===== src/rtl/mux_8x1.sv =====
// ---------------------------------------------------------------------------
// mux_8x1
//
// Registered 8-to-1 multiplexer. The 3-bit select {S2,S1,S0} picks one of
// the eight data inputs D0..D7. The chosen word is captured on the rising
// clock edge whenever en is high and is then driven on out. sel_q reports
// the select code that produced the current out.
//
// Parameters:
//   WIDTH      - bit width of D0..D7, out and out_comb (1..64)
//   RESET_VAL  - value loaded into out while rst_n is low; only the low
//                WIDTH bits are used, so the value is zero-extended or
//                truncated to WIDTH
//
// Ports:
//   clk       in   1      rising-edge clock
//   rst_n     in   1      asynchronous active-low reset
//   en        in   1      capture enable (1 = update, 0 = hold)
//   D0..D7    in   WIDTH  data inputs, Dn selected when {S2,S1,S0} == n
//   S0,S1,S2  in   1      select bits, S2 is the MSB
//   out       out  WIDTH  registered selected data
//   sel_q     out  3      registered select code behind the current out
//   out_comb  out  WIDTH  unregistered D[{S2,S1,S0}]; only present when
//                         MUX_8X1_COMB_OUT_EN is defined
//
// Build option:
//   MUX_8X1_COMB_OUT_EN - adds the out_comb port for zero-latency
//                         observation of the selected input.
// ---------------------------------------------------------------------------
module mux_8x1 #(
    parameter int          WIDTH     = 1,
    parameter logic [63:0] RESET_VAL = 64'd0
) (
    input  logic             clk,
    input  logic             rst_n,
    input  logic             en,
    input  logic [WIDTH-1:0] D0,
    input  logic [WIDTH-1:0] D1,
    input  logic [WIDTH-1:0] D2,
    input  logic [WIDTH-1:0] D3,
    input  logic [WIDTH-1:0] D4,
    input  logic [WIDTH-1:0] D5,
    input  logic [WIDTH-1:0] D6,
    input  logic [WIDTH-1:0] D7,
    input  logic             S0,
    input  logic             S1,
    input  logic             S2,
`ifdef MUX_8X1_COMB_OUT_EN
    output logic [WIDTH-1:0] out_comb,
`endif
    output logic [WIDTH-1:0] out,
    output logic [2:0]       sel_q
);

    localparam logic [WIDTH-1:0] RST_OUT = RESET_VAL[WIDTH-1:0];

    logic [2:0]       sel;
    logic [WIDTH-1:0] mux_d;
    logic [WIDTH-1:0] out_d;
    logic [WIDTH-1:0] out_q;
    logic [2:0]       sel_d;

    assign sel = {S2, S1, S0};

    // Every one of the eight codes has its own arm. The default arm is only
    // reachable when a select bit is X/Z, and then it poisons the result so
    // that an unknown select is visible on out in simulation.
    always_comb begin
        mux_d = {WIDTH{1'b0}};
        case (sel)
            3'b000:  mux_d = D0;
            3'b001:  mux_d = D1;
            3'b010:  mux_d = D2;
            3'b011:  mux_d = D3;
            3'b100:  mux_d = D4;
            3'b101:  mux_d = D5;
            3'b110:  mux_d = D6;
            3'b111:  mux_d = D7;
            default: mux_d = {WIDTH{1'bx}};
        endcase
    end

    // Next-state: capture the selected word and the raw select code when
    // enabled, otherwise hold both so that out and sel_q stay consistent.
    always_comb begin
        out_d = out_q;
        sel_d = sel_q;
        if (en) begin
            out_d = mux_d;
            sel_d = sel;
        end
    end

    // Reset acts immediately and overrides en, so a pending capture in the
    // same cycle is discarded as a whole rather than partially applied.
    always_ff @(posedge clk or negedge rst_n) begin
        if (!rst_n) begin
            out_q <= RST_OUT;
            sel_q <= 3'b000;
        end else begin
            out_q <= out_d;
            sel_q <= sel_d;
        end
    end

    assign out = out_q;

`ifdef MUX_8X1_COMB_OUT_EN
    assign out_comb = mux_d;
`endif

endmodule


===== config.mk =====
export PLATFORM = sky130hd
export DESIGN_NAME = mux_8x1
export DESIGN_NICKNAME = d
export VERILOG_FILES = /design/src/rtl/mux_8x1.sv
export SDC_FILE = /design/constraint.sdc
export NUM_CORES = 1
export LEC_CHECK = 0
export CAP_MARGIN = 20
export CORE_AREA = 5 5 42 44
export CTS_CLUSTER_DIAMETER = 50
export DETAILED_ROUTE_END_ITERATION = 8
export DIE_AREA = 0 0 47 49
export DONT_BUFFER_PORTS = 1
export RECOVER_POWER = 100
export REMOVE_ABC_BUFFERS = 1
export SLEW_MARGIN = 15
export SYNTH_ARGS = -nofsm -noshare
export SYNTH_HDL_FRONTEND = slang
export SYNTH_SLANG_ARGS = --single-unit

===== constraint.sdc =====
create_clock -name clk -period 2 [get_ports clk]
set_input_delay 0.3 -clock clk [delete_from_list [all_inputs] [get_ports clk]]
set_output_delay 0.3 -clock clk [all_outputs]
set_load 0.02 [all_outputs]

; Yosys cells after proc, flatten, opt, wreduce, memory -nomap -nowiden
; Cells that the tools add are included.
[word_totals]
rom_bits = 0
ram_bits = 0
mem_count = 0
output_inout_bits = 4
inputBits = 14
elab_cells = 11
reg_bits = 4
latchBits = 0
[op_classes]
order_cmp = 0
mux = 1
add_sub_neg = 0
reduce_logical = 1
n_bitwise = 0
div = 0
eq_ne = 7
multipliers = 0
n_shift = 0
[ops]
columns = op, count
row1 = $eq 3x3->1 const B, 4
row2 = $pmux 1 s8, 1
row3 = $eq 3x2->1 const B, 2
row4 = $eq 3x1->1 const B, 1
row5 = $logic_not 3->1, 1

; Longest topological paths before layout
; Gate-level depths: netlist of run 1.
[logic_depth]
ltp_word = 2
ltp_mapped = 3
ltp_nobuf = 3

; Worst setup path after synthesis of run 1
; No wires, ideal clock.
[synth_path]
path_kind = input-to-reg
from = in S0
to = reg out_q (netlist: out)
cell_stages = 3
setup_slack_ns = 0.871
t_required_ns = 1.874
n_path_buf = 0
arrival_time_ns = 1.003
path_cell_list = mux4_2 > a31oi_1 > nand3_1
[synth_between]
elab_chain_len = 2
[synth_rtl]
columns = element, line
row1 = start: declaration, 45  ; input logic S0,
row2 = $eq 3x3->1 (tied with other cells), 70  ; case (sel)
row3 = $pmux 1 s8 *, 70
row4 = end signal: assignment, 101  ; out_q <= out_d;
row5 = end: declaration, 60  ; logic [WIDTH-1:0] out_q;
; Every way passes the cells marked *; elsewhere a longest branch is shown, timed or not.
; A chain may end at the register's enable or synchronous reset.

; Final worst setup path of run 1
[layout_path]
from = reg sel_q[1]
to = out sel_q[1]
[layout_rtl]
columns = element, line
row1 = start: declaration, 52  ; output logic [2:0] sel_q
row2 = start signal: assignment, 102  ; sel_q <= sel_d;
; No word-level cell between the ends.

==> results of run 1 <==
## worst register-to-register path, cell delays in order, from the launching register on
cell	delay [ns]
dfrtp_1	0.44
and2b_1	0.20
a31oi_1	0.13
nand3_1	0.09
## area by class of cell
type,count,area (um^2),area share (%)
sequential,4,100.1,37.38
multi-input combinational,11,115.1,42.99
timing repair buffer,1,10.01,3.738
clock buffer,3,22.52,8.411
tap,16,20.02,7.477
## path summary, 6_finish.rpt
kind,start,to,slack (ns)
setup reg to reg,out,out,1.03
hold reg to reg,sel_q[1],sel_q[1],0.67
hold / removal,S1,sel_q[1],0.21
setup / recovery,sel_q[1],sel_q[1],1.01
min in group asynchronous,rst_n,out,0.33
max in group asynchronous,rst_n,sel_q[2],1.50
## cell usage after synthesis
master,n,area share [%]
dfrtp_1,4,47
nand4b_1,1,4.1
a31oi_1,1,2.9
mux2i_1,1,4.7
mux2_2,4,21
mux4_2,1,10
and2b_1,1,3.5
nand3_1,1,2.3
or4b_1,1,4.7
## kinds of logic (layout without fill, tap and decap cells)
kind of cell           after synthesis  in the layout  share of synthesized area, %
multiplexers                         6              6                         36.04
AO/OA/AOI/OAI                        1              1                         2.909
buffers and inverters                0              4                             0
AND/OR/NAND/NOR                      4              4                         14.53
flip-flops                           4              4                         46.51
## metal layers
metal | part of all wire [%] | GRT usage, % | wire [um] | vias to the layer above
li1 | - | - | - | 69
met1 | 26 | 3.956 | 171 | 73
met2 | 30 | 6.787 | 195 | 21
met3 | 39 | 11.07 | 254 | 3
met4 | 4.2 | 8.295 | 27 | 0
met5 | 0 | 0 | 0 | -
## where the power goes
part	total, mW	switching, mW	internal, mW
sequential	0.108	0.0174	0.0904
clock	0.101	0.0338	0.0671
combinational	0.0228	0.00647	0.0163
## through the flow
step           hold WS (ns)  util, %
2_1_floorplan      0.004409        -
3_3_place_gp       0.004514    16.79
3_5_place_dp       0.004521    16.79
4_1_cts              0.2089    19.11
5_1_grt              0.2093    19.11
6_report             0.2121    19.11
## repair_timing
| item | 4_1_cts | 5_1_grt |
|---|---|---|
| hold endpoints to repair | 4 | 0 |
| hold buffers | 1 | 0 |
| resized for setup | 0 | 0 |
## registers in the layout, indices dropped and copies added (netlist names)
register,count
out,1
sel_q,3
==> flow_summary.json, run 1 <==
{
  "clk_pin_slew_worst_paths_ns": 0.04,
  "drt_pass1_iterations": 2,
  "period_share_pct": 49.55,
  "setup_ws_ns": 1.009,
  "synth_seq_cells": 4,
  "grt_pass1_wl_um": 917,
  "cts_tree": "done",
  "gp_congestion": 0.7751,
  "slew-limit-headroom_pct": 84.87,
  "fin_crit_ns": 0.9911,
  "cts_setup_buffers": 0,
  "final_cell_mix": "mux2_2 (4), dfrtp_1 (4), clkbuf_4 (3)",
  "worstPathArrival_ns": 0.69,
  "die_w_um": 47,
  "final_cell_area_um2": 267.8,
  "core_area_um2": 1401,
  "start_kind": "flop",
  "start_util_pct": 15.36,
  "hold_depth": 1,
  "synth.distinct_cells": 9,
  "clock-root-buffer": "clkbuf_4",
  "die_height_um": 49,
  "cts_made_buffers": 3,
  "worstPathMaxFanout": 2,
  "final_nets": 35,
  "setup-violations-final": 0,
  "end_kind": "output port",
  "hold_viol": 0,
  "area_delta_synth_final_pct": 24.42,
  "avgSynthCellArea_um2": 14.35,
  "clk_latency_ns": 0.24,
  "yosys_warnings": 0,
  "ir_drop_uv": 97.22,
  "clkSinkCount": 4,
  "tightest_slew_ns": 0.2270,
  "io_buffers": 0,
  "seq_area_frac_synth_pct": 46.51,
  "total_power_mw": 0.2315,
  "final_cells": 35,
  "drc_errors": 0,
  "grt_max_degree": 8,
  "fillCellCount": 158,
  "slew_viol_final": 0,
  "syn_area_um2": 215.2,
  "syn_inst": 15,
  "tns_ns": 0,
  "p_leak_nw": 0.1078,
  "n_antenna_cell": 0,
  "via_per_inst": 4.743,
  "dpl_cell_area_um2": 235.2,
  "critPathRequiredTime_ns": 1.70,
  "max_freq_ghz": 1.009,
  "rsz0062_at_grt": "false",
  "avgRoutedWirePerCell_um": 18.54,
  "cts_max_path_buffers": 2,
  "dr.first_iter.drc_count": 1,
  "postRouteAntennaNets": 0,
  "htree_levels": 1,
  "power.density_nw_per_um2": 864.7,
  "dp.cells": 31,
  "critPathKind": "reg2out",
  "via_count": 166,
  "wl_um": 649,
  "antenna_found_initial": 0,
  "die-area_um2": 2303,
  "grt_pass1_vias": 206,
  "outcome": "finished, final reports clean",
  "track_usage_pct": 6.761,
  "reg2reg_depth": 3,
  "rows": 14,
  "finClkSkew_ns": 0,
  "cp.depth": 0,
  "hp-class": "in2reg",
  "place_ws_ns": 0.8363,
  "grt-ovfl-total": 0,
  "drv_cap": 0,
  "io_pins": 18,
  "final_layout_size_suffix_gt1_share_pct": 42.11
}
Note: power is estimated with default switching activity, not from simulation.
==> run 2, diff against run 1 <==
==> constraint.sdc (replaced) <==
create_clock -name clk -period 0.9 [get_ports clk]
set_input_delay 0.135 -clock clk [delete_from_list [all_inputs] [get_ports clk]]
set_output_delay 0.135 -clock clk [all_outputs]
set_load 0.02 [all_outputs]
==> run 2 against run 1 <==
Compared with the run above: first-iteration DRC count is the same; worst setup slack got worse by 1.0 ns; critical path depth up 1; count of clock-buffer cells in the layout stayed put; register-to-register slack got worse by 1.0 ns; clock power increased by 120%; clock skew unchanged; wire length up 2.8%; global-route usage up 0.23 points; core utilization is 2.9 points higher; power up 140%; sequential power increased by 99%; critical endpoint unchanged.
==> flow_summary.json, run 2 (synthesis results as in run 1) <==
{
  "seq_area_um2": 100.1,
  "largest-register": "sel_q",
  "p_leak_nw": 0.1309,
  "max_freq_ghz": 1.112,
  "start_util_pct": 15.36,
  "fin_crit_ns": 0.8995,
  "cts_max_path_buffers": 2,
  "grt_pass1_vias": 232,
  "critPathRequiredTime_ns": 0.76,
  "via_count": 177,
  "wl_um": 667,
  "power.density_nw_per_um2": 1782,
  "dp.cells": 35,
  "final_nets": 39,
  "critPathKind": "reg2out",
  "worstPathArrival_ns": 0.76,
  "avgRoutedWirePerCell_um": 17.10,
  "worstPathMaxFanout": 2,
  "die-area_um2": 2303,
  "postRouteAntennaNets": 0,
  "die_height_um": 49,
  "outcome": "finished, final reports clean",
  "finClkSkew_ns": 0,
  "htree_levels": 1,
  "hp-class": "in2reg",
  "largest_register_ffs": 3,
  "antenna_found_initial": 0,
  "drt_pass1_iterations": 3,
  "track_usage_pct": 6.992,
  "grt-ovfl-total": 0,
  "tightest_slew_ns": 0.1936,
  "via_per_inst": 4.538,
  "gp_congestion": 0.8500,
  "critPathBufInv": 1,
  "ir_drop_uv": 398.5,
  "rsz0062_at_grt": "true",
  "cpPeakStageDelay_ns": 0.39,
  "slew_viol_final": 0,
  "final_cells": 39,
  "multi_input_area_um2": 115.1,
  "start_kind": "flop",
  "clk_latency_ns": 0.23,
  "die_w_um": 47,
  "drc_errors": 0,
  "cp_cell_sequence": "buf_6",
  "rows": 14,
  "grt_pass1_wl_um": 1035,
  "path_delay_family": "flip-flops",
  "cts_setup_buffers": 0,
  "final_layout_size_suffix_gt1_share_pct": 52.17,
  "end_kind": "output port",
  "grt_max_degree": 8,
  "io_buffers": 0,
  "io_pins": 18,
  "tns_ns": 0,
  "area_delta_synth_final_pct": 43.60,
  "cts_tree": "done",
  "slew-limit-headroom_pct": 87.05,
  "clkSinkCount": 4,
  "setup-violations-final": 0,
  "hold_viol": 0,
  "slowest_stage": "dfrtp_1",
  "n_antenna_cell": 0,
  "core_area_um2": 1401,
  "cts_made_buffers": 3,
  "period_share_pct": 99.95,
  "drv_cap": 0,
  "dr.first_iter.drc_count": 1,
  "final_cell_mix": "mux2_2 (4), dfrtp_1 (4), clkbuf_4 (3), buf_6 (3)",
  "fillCellCount": 166,
  "clk_pin_slew_worst_paths_ns": 0.04,
  "clock-root-buffer": "clkbuf_4"
}
run 2: cell count changes in the layout (fill, tap and decap cells not counted):
| cell | before | now |
|---|---|---|
| buf_4 | 0 | 1 |
| buf_6 | 0 | 3 |
run 2: layout make-up:
type	count	area share, %
Clock buffer	3	7.287
Multi-Input combinational cell	11	37.25
Sequential cell	4	32.39
Tap cell	16	6.478
Timing Repair Buffer	5	16.60
run 2: per-stage QoR:
| stage | instance area, um^2 | util [%] | setup slack [ns] | total power, mW | hold WS [ns] |
|---|---|---|---|---|---|
| floorplan | 215.2 | - | -0.06381 | 0.2783 | -0.1606 |
| global placement | 265.3 | 18.93 | -0.1063 | 0.3152 | -0.1605 |
| detailed placement | 265.3 | 18.93 | -0.1360 | 0.3201 | -0.1604 |
| CTS | 309.0 | 22.05 | -0.007244 | 0.5626 | 0.04725 |
| global route | 309.0 | 22.05 | -0.02263 | 0.5775 | 0.04781 |
| finish | 309.0 | 22.05 | 0.0004636 | 0.5508 | 0.05316 |
run 2: repair_timing:
action | in CTS | in global routing
pin swaps | 0 | 1
endpoints found under the setup margin | 3 | 5
endpoints found under the hold margin | 4 | 0
gates resized for setup | 3 | 0
hold buffers | 1 | 0
run 2: power breakdown:
part           internal (mW)  total [mW]  switching, mW
Sequential             0.201       0.215         0.0140
Clock                  0.149       0.218         0.0691
Combinational         0.0688       0.118         0.0490
run 2: path summary, 6_finish.rpt:
path | start | endpoint | slack (ns) | cells after the start
setup / recovery | sel_q[1] | sel_q[1] | 0.0005 | 1
hold / removal | S2 | sel_q[2] | 0.05 | 1
setup reg to reg | out | out | 0.03 | 3
hold reg to reg | sel_q[2] | sel_q[2] | 0.54 | 1
max in group asynchronous | rst_n | out | 0.55 | 1
min in group asynchronous | rst_n | sel_q[2] | 0.18 | 1
run 2: layer usage:
metal / track usage, % / part of all wire [%] / routed length (um) / up-vias
met1: 6.874 / 37 / 246 / 83
li1: - / - / - / 76
met4: 4.147 / 0 / 0 / 0
met3: 9.963 / 32 / 211 / 0
met2: 7.240 / 31 / 209 / 18
met5: 0 / 0 / 0 / -
run 2: worst register-to-register path: cells and delay by family (launching register included):
family | cells | cell delay [ns]
AO/OA/AOI/OAI | 1 | 0.13
AND/OR/NAND/NOR | 2 | 0.25
flip-flops | 1 | 0.36
